## config.mk

```make
export PLATFORM = sky130hd
export DESIGN_NAME = store_buffer
export DESIGN_NICKNAME = d
export VERILOG_FILES = /design/src/rtl/mem_pkg.sv /design/src/rtl/store_buffer_fifo.sv /design/src/rtl/store_buffer.sv
export SDC_FILE = /design/constraint.sdc
export NUM_CORES = 1
export LEC_CHECK = 0
export CAP_MARGIN = 30
export CORE_ASPECT_RATIO = 1.75
export CORE_MARGIN = 8
export CORE_UTILIZATION = 30
export DETAILED_ROUTE_END_ITERATION = 10
export PLACE_DENSITY = 0.59
export SLEW_MARGIN = 30
export SYNTH_ARGS = -nofsm -noshare
export SYNTH_HDL_FRONTEND = slang
export SYNTH_HIERARCHICAL = 1
export SYNTH_SLANG_ARGS = --single-unit
```

## constraint.sdc

```tcl
create_clock -name clk -period 6.39 [get_ports clk]
set_clock_uncertainty 0.2 [all_clocks]
set_input_delay 0.639 -clock clk [delete_from_list [all_inputs] [get_ports clk]]
set_output_delay 0.639 -clock clk [all_outputs]
set_load 0.01 [all_outputs]
```

## src/rtl/mem_pkg.sv

```systemverilog
// Shared types for the store buffer in front of the data memory.
// Holds the address/data widths and the packed layout of one queued store.
package mem_pkg;

    localparam int AW = 32;
    localparam int DW = 32;

    // One posted store waiting to be written into mem.
    typedef struct packed {
        logic [AW-1:0] addr;
        logic [DW-1:0] data;
    } sb_entry_t;

endpackage

```

## src/rtl/store_buffer_fifo.sv

```systemverilog
// Circular FIFO of posted stores.
// Power-of-two depth, so head/tail wrap by plain overflow.
// With STORE_BUFFER_FWD_EN defined, the entry array, head pointer and count are
// also exported so the top level can search the queued stores by age.
module store_buffer_fifo
    import mem_pkg::*;
#(
    parameter int DEPTH = 4,
    localparam int PW   = $clog2(DEPTH)
) (
    input  logic                   clk,
    input  logic                   rst_n,
    input  logic                   push,
    input  sb_entry_t              push_entry,
    input  logic                   pop,
`ifdef STORE_BUFFER_FWD_EN
    output sb_entry_t [DEPTH-1:0]  entries,
    output logic      [PW-1:0]     head_ptr,
    output logic      [PW:0]       count,
`endif
    output logic                   full,
    output logic                   empty,
    output sb_entry_t              head_entry
);

    localparam logic [PW:0] FULL_CNT = (PW + 1)'(DEPTH);

    sb_entry_t [DEPTH-1:0] entries_q, entries_d;
    logic [PW-1:0]         head_q, head_d;
    logic [PW-1:0]         tail_q, tail_d;
    logic [PW:0]           count_q, count_d;
    logic                  do_push;
    logic                  do_pop;

    // Next-state for pointers, count and the slot written by a push.
    always_comb begin
        do_push   = push && (count_q != FULL_CNT);
        do_pop    = pop && (count_q != '0);
        entries_d = entries_q;
        head_d    = head_q;
        tail_d    = tail_q;
        count_d   = count_q;
        if (do_push) begin
            entries_d[tail_q] = push_entry;
            tail_d            = tail_q + 1'b1;
        end
        if (do_pop) begin
            head_d = head_q + 1'b1;
        end
        case ({do_push, do_pop})
            2'b10:   count_d = count_q + 1'b1;
            2'b01:   count_d = count_q - 1'b1;
            default: count_d = count_q;
        endcase
    end

    // Control state; reset empties the queue and discards anything in flight.
    always_ff @(posedge clk or negedge rst_n) begin
        if (!rst_n) begin
            head_q  <= '0;
            tail_q  <= '0;
            count_q <= '0;
        end else begin
            head_q  <= head_d;
            tail_q  <= tail_d;
            count_q <= count_d;
        end
    end

    // Entry storage; contents are qualified by count so they need no reset.
    always_ff @(posedge clk) begin
        entries_q <= entries_d;
    end

    assign full       = (count_q == FULL_CNT);
    assign empty      = (count_q == '0);
    assign head_entry = entries_q[head_q];

`ifdef STORE_BUFFER_FWD_EN
    assign entries  = entries_q;
    assign head_ptr = head_q;
    assign count    = count_q;
`endif

endmodule

```

## src/rtl/store_buffer.sv

```systemverilog
// Posted-write store buffer in front of the data memory.
// Stores are queued and drained one per cycle whenever no load owns mem;
// loads always win the memory port and get their data one cycle later.
// Build option STORE_BUFFER_FWD_EN: loads are always accepted and are served
// from the youngest matching queued store. Without it, loads wait until the
// buffer has drained and always read mem.
// AW/DW must match the widths in mem_pkg, which fix the entry layout.
module store_buffer #(
    parameter int DEPTH = 4,
    parameter int AW    = 32,
    parameter int DW    = 32
) (
    input  logic          clk,
    input  logic          rst_n,
    input  logic          st_valid,
    output logic          st_ready,
    input  logic [AW-1:0] st_addr,
    input  logic [DW-1:0] st_data,
    input  logic          ld_valid,
    output logic          ld_ready,
    input  logic [AW-1:0] ld_addr,
    output logic          ld_resp_vld,
    output logic [DW-1:0] ld_resp_data,
    output logic [AW-1:0] address,
    output logic [DW-1:0] memIn,
    output logic          read,
    output logic          write,
    input  logic [DW-1:0] memOut
);

    import mem_pkg::*;

    logic          fifo_full;
    logic          fifo_empty;
    sb_entry_t     head_entry;
    sb_entry_t     push_entry;
    logic          push;
    logic          ld_acc;
    logic          drain;
    logic          fwd_hit;
    logic [DW-1:0] fwd_data;

    logic [AW-1:0] address_q, address_d;
    logic [DW-1:0] mem_in_q, mem_in_d;
    logic          ld_resp_vld_q, ld_resp_vld_d;
    logic [DW-1:0] ld_resp_data_q, ld_resp_data_d;

`ifdef STORE_BUFFER_FWD_EN
    localparam int PW = $clog2(DEPTH);
    sb_entry_t [DEPTH-1:0] fifo_entries;
    logic [PW-1:0]         fifo_head;
    logic [PW-1:0]         fwd_idx;
    logic [PW:0]           fifo_count;
`endif

    // Accept a store only on registered space; a drain in the same cycle does not help.
    assign st_ready        = !fifo_full;
    assign push            = st_valid && st_ready;
    assign push_entry.addr = st_addr;
    assign push_entry.data = st_data;

    store_buffer_fifo #(
        .DEPTH(DEPTH)
    ) u_fifo (
        .clk        (clk),
        .rst_n      (rst_n),
        .push       (push),
        .push_entry (push_entry),
        .pop        (drain),
`ifdef STORE_BUFFER_FWD_EN
        .entries    (fifo_entries),
        .head_ptr   (fifo_head),
        .count      (fifo_count),
`endif
        .full       (fifo_full),
        .empty      (fifo_empty),
        .head_entry (head_entry)
    );

    // No load is taken while reset is asserted, so mem stays untouched then.
`ifdef STORE_BUFFER_FWD_EN
    assign ld_ready = rst_n;
`else
    assign ld_ready = rst_n && fifo_empty;
`endif

`ifdef STORE_BUFFER_FWD_EN
    // Walk queued stores oldest to youngest so the youngest address match wins.
    always_comb begin
        fwd_hit  = 1'b0;
        fwd_data = '0;
        fwd_idx  = '0;
        for (int k = 0; k < DEPTH; k++) begin
            fwd_idx = fifo_head + PW'(k);
            if (((PW + 1)'(k) < fifo_count) && (fifo_entries[fwd_idx].addr == ld_addr)) begin
                fwd_hit  = 1'b1;
                fwd_data = fifo_entries[fwd_idx].data;
            end
        end
    end
`else
    // Loads only run against an empty buffer, so mem is always current.
    always_comb begin
        fwd_hit  = 1'b0;
        fwd_data = '0;
    end
`endif

    // Memory port arbitration: an accepted load owns mem, otherwise drain the head.
    always_comb begin
        ld_acc    = ld_valid && ld_ready;
        drain     = !ld_acc && !fifo_empty;
        address_d = address_q;
        mem_in_d  = mem_in_q;
        if (ld_acc) begin
            address_d = ld_addr;
        end else if (drain) begin
            address_d = head_entry.addr;
            mem_in_d  = head_entry.data;
        end
        read    = ld_acc;
        write   = drain;
        address = address_d;
        memIn   = mem_in_d;
    end

    // Load response capture: forwarded data on a hit, else the combinational mem read.
    always_comb begin
        ld_resp_vld_d  = ld_acc;
        ld_resp_data_d = ld_resp_data_q;
        if (ld_acc) begin
            ld_resp_data_d = fwd_hit ? fwd_data : memOut;
        end
    end

    // Registered port state: held address/data for idle cycles plus the response.
    always_ff @(posedge clk or negedge rst_n) begin
        if (!rst_n) begin
            address_q      <= '0;
            mem_in_q       <= '0;
            ld_resp_vld_q  <= 1'b0;
            ld_resp_data_q <= '0;
        end else begin
            address_q      <= address_d;
            mem_in_q       <= mem_in_d;
            ld_resp_vld_q  <= ld_resp_vld_d;
            ld_resp_data_q <= ld_resp_data_d;
        end
    end

    assign ld_resp_vld  = ld_resp_vld_q;
    assign ld_resp_data = ld_resp_data_q;

endmodule

```

# After elaboration in Yosys (flattened, before gate mapping)
# Index checks and enable logic that the tools add are counted.
[totals]
reg_bits = 360
latch_bits = 0
ramBits = 0
rom_bits = 0
in_bits = 132
output_inout_bits = 101
mem_count = 0
[classes]
add_sub_neg = 4
multipliers = 0
n_div = 0
order_cmp = 3
eq_ne = 4
n_shift = 0
mux = 10
bitwise = 0
reduce_logical = 13
[op_table]
columns = ["op", "count"]
rows = [
  ["256-bit bitwise mux", 1],
  ["64-bit binary-select mux with 2-bit select", 1],
  ["64-bit demux with 2-bit select", 1],
  ["32-bit 2-to-1 mux", 4],
  ["64-bit 2-to-1 mux", 2],
  ["1-bit logical AND", 7],
  ["2-bit by 3-bit less-than comparator with 1-bit output, second input constant", 2],
  ["3-bit one-hot mux with 2 select lines", 1],
  ["2-bit by 1-bit adder with 2-bit output, second input constant", 2],
  ["3-bit by 1-bit adder with 3-bit output, second input constant", 1],
  ["3-bit equality test, second input constant", 1],
  ["1-bit zero test", 3],
  ["3-bit zero test", 1],
  ["3-bit inequality test, second input constant", 1],
  ["3-bit nonzero test", 1],
  ["3-bit by 1-bit subtractor with 3-bit output, second input constant", 1],
  ["2-bit by 1-bit equality test with 1-bit output, second input constant", 1],
  ["2-bit equality test, second input constant", 1],
  ["2-bit by 1-bit greater-or-equal comparator with 1-bit output, second input constant", 1],
  ["2-bit nonzero test", 1],
]

# Longest topological paths before layout
[depth]
word_depth = 8
mapped_depth = 12
depth_no_buf = 10

# By module
# The synthesis kept the hierarchy.
[by_module_without_submodules]
columns = ["mod", "instances", "cells_each", "area_per_inst_um2", "seq_area_each_um2"]
rows = [
  ["store_buffer_fifo", 1, 371, 9655.5, 7862.5],
  ["store_buffer", 1, 323, 4260.3, 2427.3],
]

# Least setup slack after synthesis
# OpenSTA, ideal clock, no wires.
[synth_timing]
path_kind = "input -> register"
start = "in st_valid"
end = "reg u_fifo/entries_q[0] (netlist name), enable pin"
setup_ps = 429
arrival_ps = 2526
required_time_ps = 5761
slack_ps = 3235
stages = 3
path_buffers = 0
path_cell_list = "nor2b_1 > nor2b_2 > and2_1"
[synth_via]
elab_chain_len = 2
[synth_rtl]
columns = ["element", "line", "rtl"]
rows = [
  ["start, declared", "store_buffer.sv:15", "input logic st_valid,"],
  ["1-bit logical AND", "store_buffer.sv:58", "assign push = st_valid && st_ready;"],
  ["1-bit logical AND", "store_buffer_fifo.sv:37", "do_push = push && (count_q != FULL_CNT);"],
  ["end signal, assigned", "store_buffer_fifo.sv:72", "entries_q <= entries_d;"],
  ["end, declared", "store_buffer_fifo.sv:28", "sb_entry_t [DEPTH-1:0] entries_q, entries_d;"],
]
# No other way between the ends.
# A chain may end at the register's enable or synchronous reset.

# Final worst setup path
[layout_timing]
start = "in rst_n"
end = "out address[5]"
[layout_via]
elab_chain_len = 6
[layout_rtl]
columns = ["element", "line", "rtl"]
rows = [
  ["start, declared", "store_buffer.sv:14", "input logic rst_n,"],
  ["1-bit logical AND *", "store_buffer.sv:84", "assign ld_ready = rst_n && fifo_empty;"],
  ["1-bit logical AND *", "store_buffer.sv:111", "ld_acc = ld_valid && ld_ready;"],
  ["1-bit zero test", "store_buffer.sv:112", "drain = !ld_acc && !fifo_empty;"],
  ["1-bit logical AND", "store_buffer.sv:112", ""],
  ["32-bit 2-to-1 mux", "store_buffer.sv:117", "end else if (drain) begin"],
  ["32-bit 2-to-1 mux *", "store_buffer.sv:115", "if (ld_acc) begin"],
  ["end, declared", "store_buffer.sv:24", "output logic [AW-1:0] address,"],
]
# Every way passes the cells marked *; elsewhere a longest branch is shown, timed or not.

==> impl_metrics.csv <==
group,metric,value,unit
outcome,status,"completed",
synth,ys_ff_latch,360,
grt,grt_usage,12.2,%
grt,antenna_found_initial,3,
final_layout,fin_util,39.4,%
sta,worst_pin_slew,0.843,ns
drt,wirelength,33100,um
critical_path,crit-reg2reg-capture,"u_fifo/entries_q[255]$_DFFE_PP_",
synth,synth_xor_area_share,0.378,%
drt,dr.pass1.iters,4,
sta,hold_viol,0,
synth,syn_avg_cell_area,20.1,um2
final_layout,fin_cells,1549,
critical_path,cp-start-kind,"input pin",
synth,yosysWarnings,6,
sta,period_needed,4.24,ns
hold_path,hp-class,"reg -> reg",
cts,cts_tree,"yes",
final_layout,syn2layout_area_growth,30.0,%
sta,setup_viol,0,
drt,first_iter_violations,302,
synth,synth_ff_type,"edfxtp_1",
grt,grt_max_degree,80,
place,place_inst,1480,
place,place_congestion,0.676,
flow_run,drv_cap,0,
die,rows,104,
final_layout,nets,1075,
synth,yosys.area_share.adder,0.593,%
power,powerDensity,496,nW/um2
critical_path,cp.arrival,3.41,ns
cts,cts.sinks,360,
cts,clock_latency,0.52,ns
drt,wl_per_cell,21.4,um
cts,clock_path_buffers,3,
critical_path,path_class,"in -> out",
sta,tns,0,ns
synth,synth-edff-count,256,
final_layout,drive_gt1_share,25.2,%
synth,ys_seq_area_share,73.9,%
critical_path,slowest_delay,0.72,ns
critical_path,critPathMaxFanout,79,
grt,grt_overflow,0,
final_layout,final_cell_mix,"edfxtp_1, clkdlybuf4s50_1, dfrtp_1, mux4_2, clkbuf_16",
final_layout,layout_commonest_cell,"edfxtp_1",
sta,rsz0062_at_grt,"no",
synth,synth_top_family_by_area,"multiplexers",
synth,synth_compound_area_share,3.80,%
die,die_area,53800,um2
critical_path,ff2ff_path_depth,5,
critical_path,r2r_start,"u_fifo/count_q[2]$_DFFE_PN0P_",
synth,async_flop_share,28.9,%
critical_path,required,5.55,ns
sta,report.final.slew_viol_count,0,
synth,synth-simple-area-share,2.65,%
sta,fin_crit_sh,66.4,%
place,hpwl,20800,um
drt,vias_per_cell,4.63,
drt,final_antenna_net_count,0,
drt,drc_errors,0,
power,irDropWorstVdd,0.297,mV
hold_path,min_from,"mem_in_q[27]$_DFF_PN0_",
die,ioPinCount,233,
synth,synth_top_area_share,55.2,%
sta,timing.fmax,236,MHz
die,start_util,30.3,%
sta,slew_headroom,43.8,%
synth,synth.top_cells.by_area,"edfxtp_1, dfrtp_1, mux4_2, mux2_4, mux2_2",
critical_path,worstSetupEndpointType,"output pin",
cts,cts-root-buf,"clkbuf_16",
critical_path,crit_chain,"dlygate4sd3_1 > buf_6 > buf_4 > nand3_1 > a31oi_1 > clkdlybuf4s50_1",
synth,synth_area_leader_cell,"edfxtp_1",
cts,clock_tree.htree_level_count,2,
hold_path,min_path_cells,1,
grt,grt_pass1_wl,49200,um
synth,synth.distinct_cells,27,
cts,path_clk_slew,0.06,ns
critical_path,r2r_slack,3.54,ns
cts,cts_setup_buffers,0,
sta,hold_slack,0.296,ns
synth,synthCells,694,
place,io_buffers,232,
critical_path,crit_slowest_cell,"buf_4",
cts,numCtsBuffers,37,
power,p_leak,0.00644,uW
hold_path,min_to,"mem_in_q[27]$_DFF_PN0_",
die,die_w,179,um
die,core_area,45900,um2
die,die_h,301,um
drt,vias,7174,
synth,syn_nets,832,
synth,syn-cell-area,13900,um2
synth,muxShareOfSynthArea,16.5,%
grt,grt_pass1_vias,7951,
## cells in the mapped netlist, types with 3 or more instances
| master | count |
|---|---|
| edfxtp_1 | 256 |
| xnor2_1 | 3 |
| buf_2 | 24 |
| xor2_1 | 3 |
| nor2_1 | 33 |
| buf_4 | 5 |
| inv_1 | 9 |
| ha_1 | 5 |
| mux2_2 | 36 |
| nand3_1 | 32 |
| a21bo_2 | 32 |
| and2_1 | 5 |
| a31oi_1 | 32 |
| clkbuf_1 | 5 |
| buf_6 | 8 |
| mux4_2 | 64 |
| dfrtp_1 | 104 |
| mux2_4 | 29 |
## cell type report
| class | count | area [um2] |
|---|---|---|
| Multi-Input combinational cell | 283 | 3340 |
| Fill cell | 4152 | 27800 |
| Antenna cell | 1 | 2.50 |
| Timing Repair Buffer | 246 | 2430 |
| Tap cell | 583 | 729 |
| Inverter | 9 | 33.8 |
| Sequential cell | 360 | 10300 |
| Clock buffer | 48 | 1040 |
| Clock inverter | 19 | 225 |
## stage by stage
| step | setup slack, ns | power (uW) | cell area (um2) |
|---|---|---|---|
| floorplan | 3.23 | 5340 | 13900 |
| global placement | 2.78 | 6860 | 16800 |
| detailed placement | 2.73 | 6910 | 16800 |
| CTS | 2.09 | 9200 | 18100 |
| global route | 1.90 | 9500 | 18100 |
| finish | 2.15 | 8980 | 18100 |
## kinds of logic after synthesis
| kind of cell | count (synthesis) |
|---|---|
| AO/OA/AOI/OAI | 65 |
| adder cells (fa/ha/maj) | 6 |
| XOR/XNOR | 6 |
| buffers and inverters | 51 |
| multiplexers | 130 |
| AND/OR/NAND/NOR | 76 |
| flip-flops | 360 |
## worst max-delay path, delay by kind of cell
family          cells  cell delay [ns]
buf+inv             4             2.23
compound gates      1             0.28
simple gates        1             0.16
## timing repair
action	CTS	global route
endpoints found under the hold margin	25	0
gates resized for setup	0	0
hold buffers	1	0
## worst max-delay path by stage
stage               slack [ns]                             to  cells past startpoint  startpoint
CTS                       2.09                     address[5]                      6       rst_n
global route              1.90                    address[23]                      6       rst_n
floorplan                 3.23  u_fifo/entries_q[0]$_DFFE_PP_                      3    st_valid
finish                    2.15                     address[5]                      6       rst_n
detailed placement        2.73                     address[5]                      5       rst_n
global placement          2.78                    address[29]                      5       rst_n
## where the power goes
| group | internal (uW) | switching (uW) | total [uW] |
|---|---|---|---|
| Clock | 1350 | 876 | 2230 |
| Sequential | 3230 | 263 | 3490 |
| Combinational | 1790 | 1470 | 3260 |
## state kept, by name (all words and copies together) (netlist names)
signal            flops
address_q            32
ld_resp_data         32
ld_resp_vld           1
mem_in_q             32
u_fifo/count_q        3
u_fifo/entries_q    256
u_fifo/head_q         2
u_fifo/tail_q         2
## metal layers
layer | vias up | share of wire, % | GRT usage, %
li1 | 3217 | - | -
met1 | 3719 | 40 | 14.1
met2 | 193 | 52 | 21.8
met3 | 41 | 5.5 | 2.49
met4 | 4 | 2.3 | 4.35
met5 | - | 0.066 | 0
(Power assumes the default switching activity.)
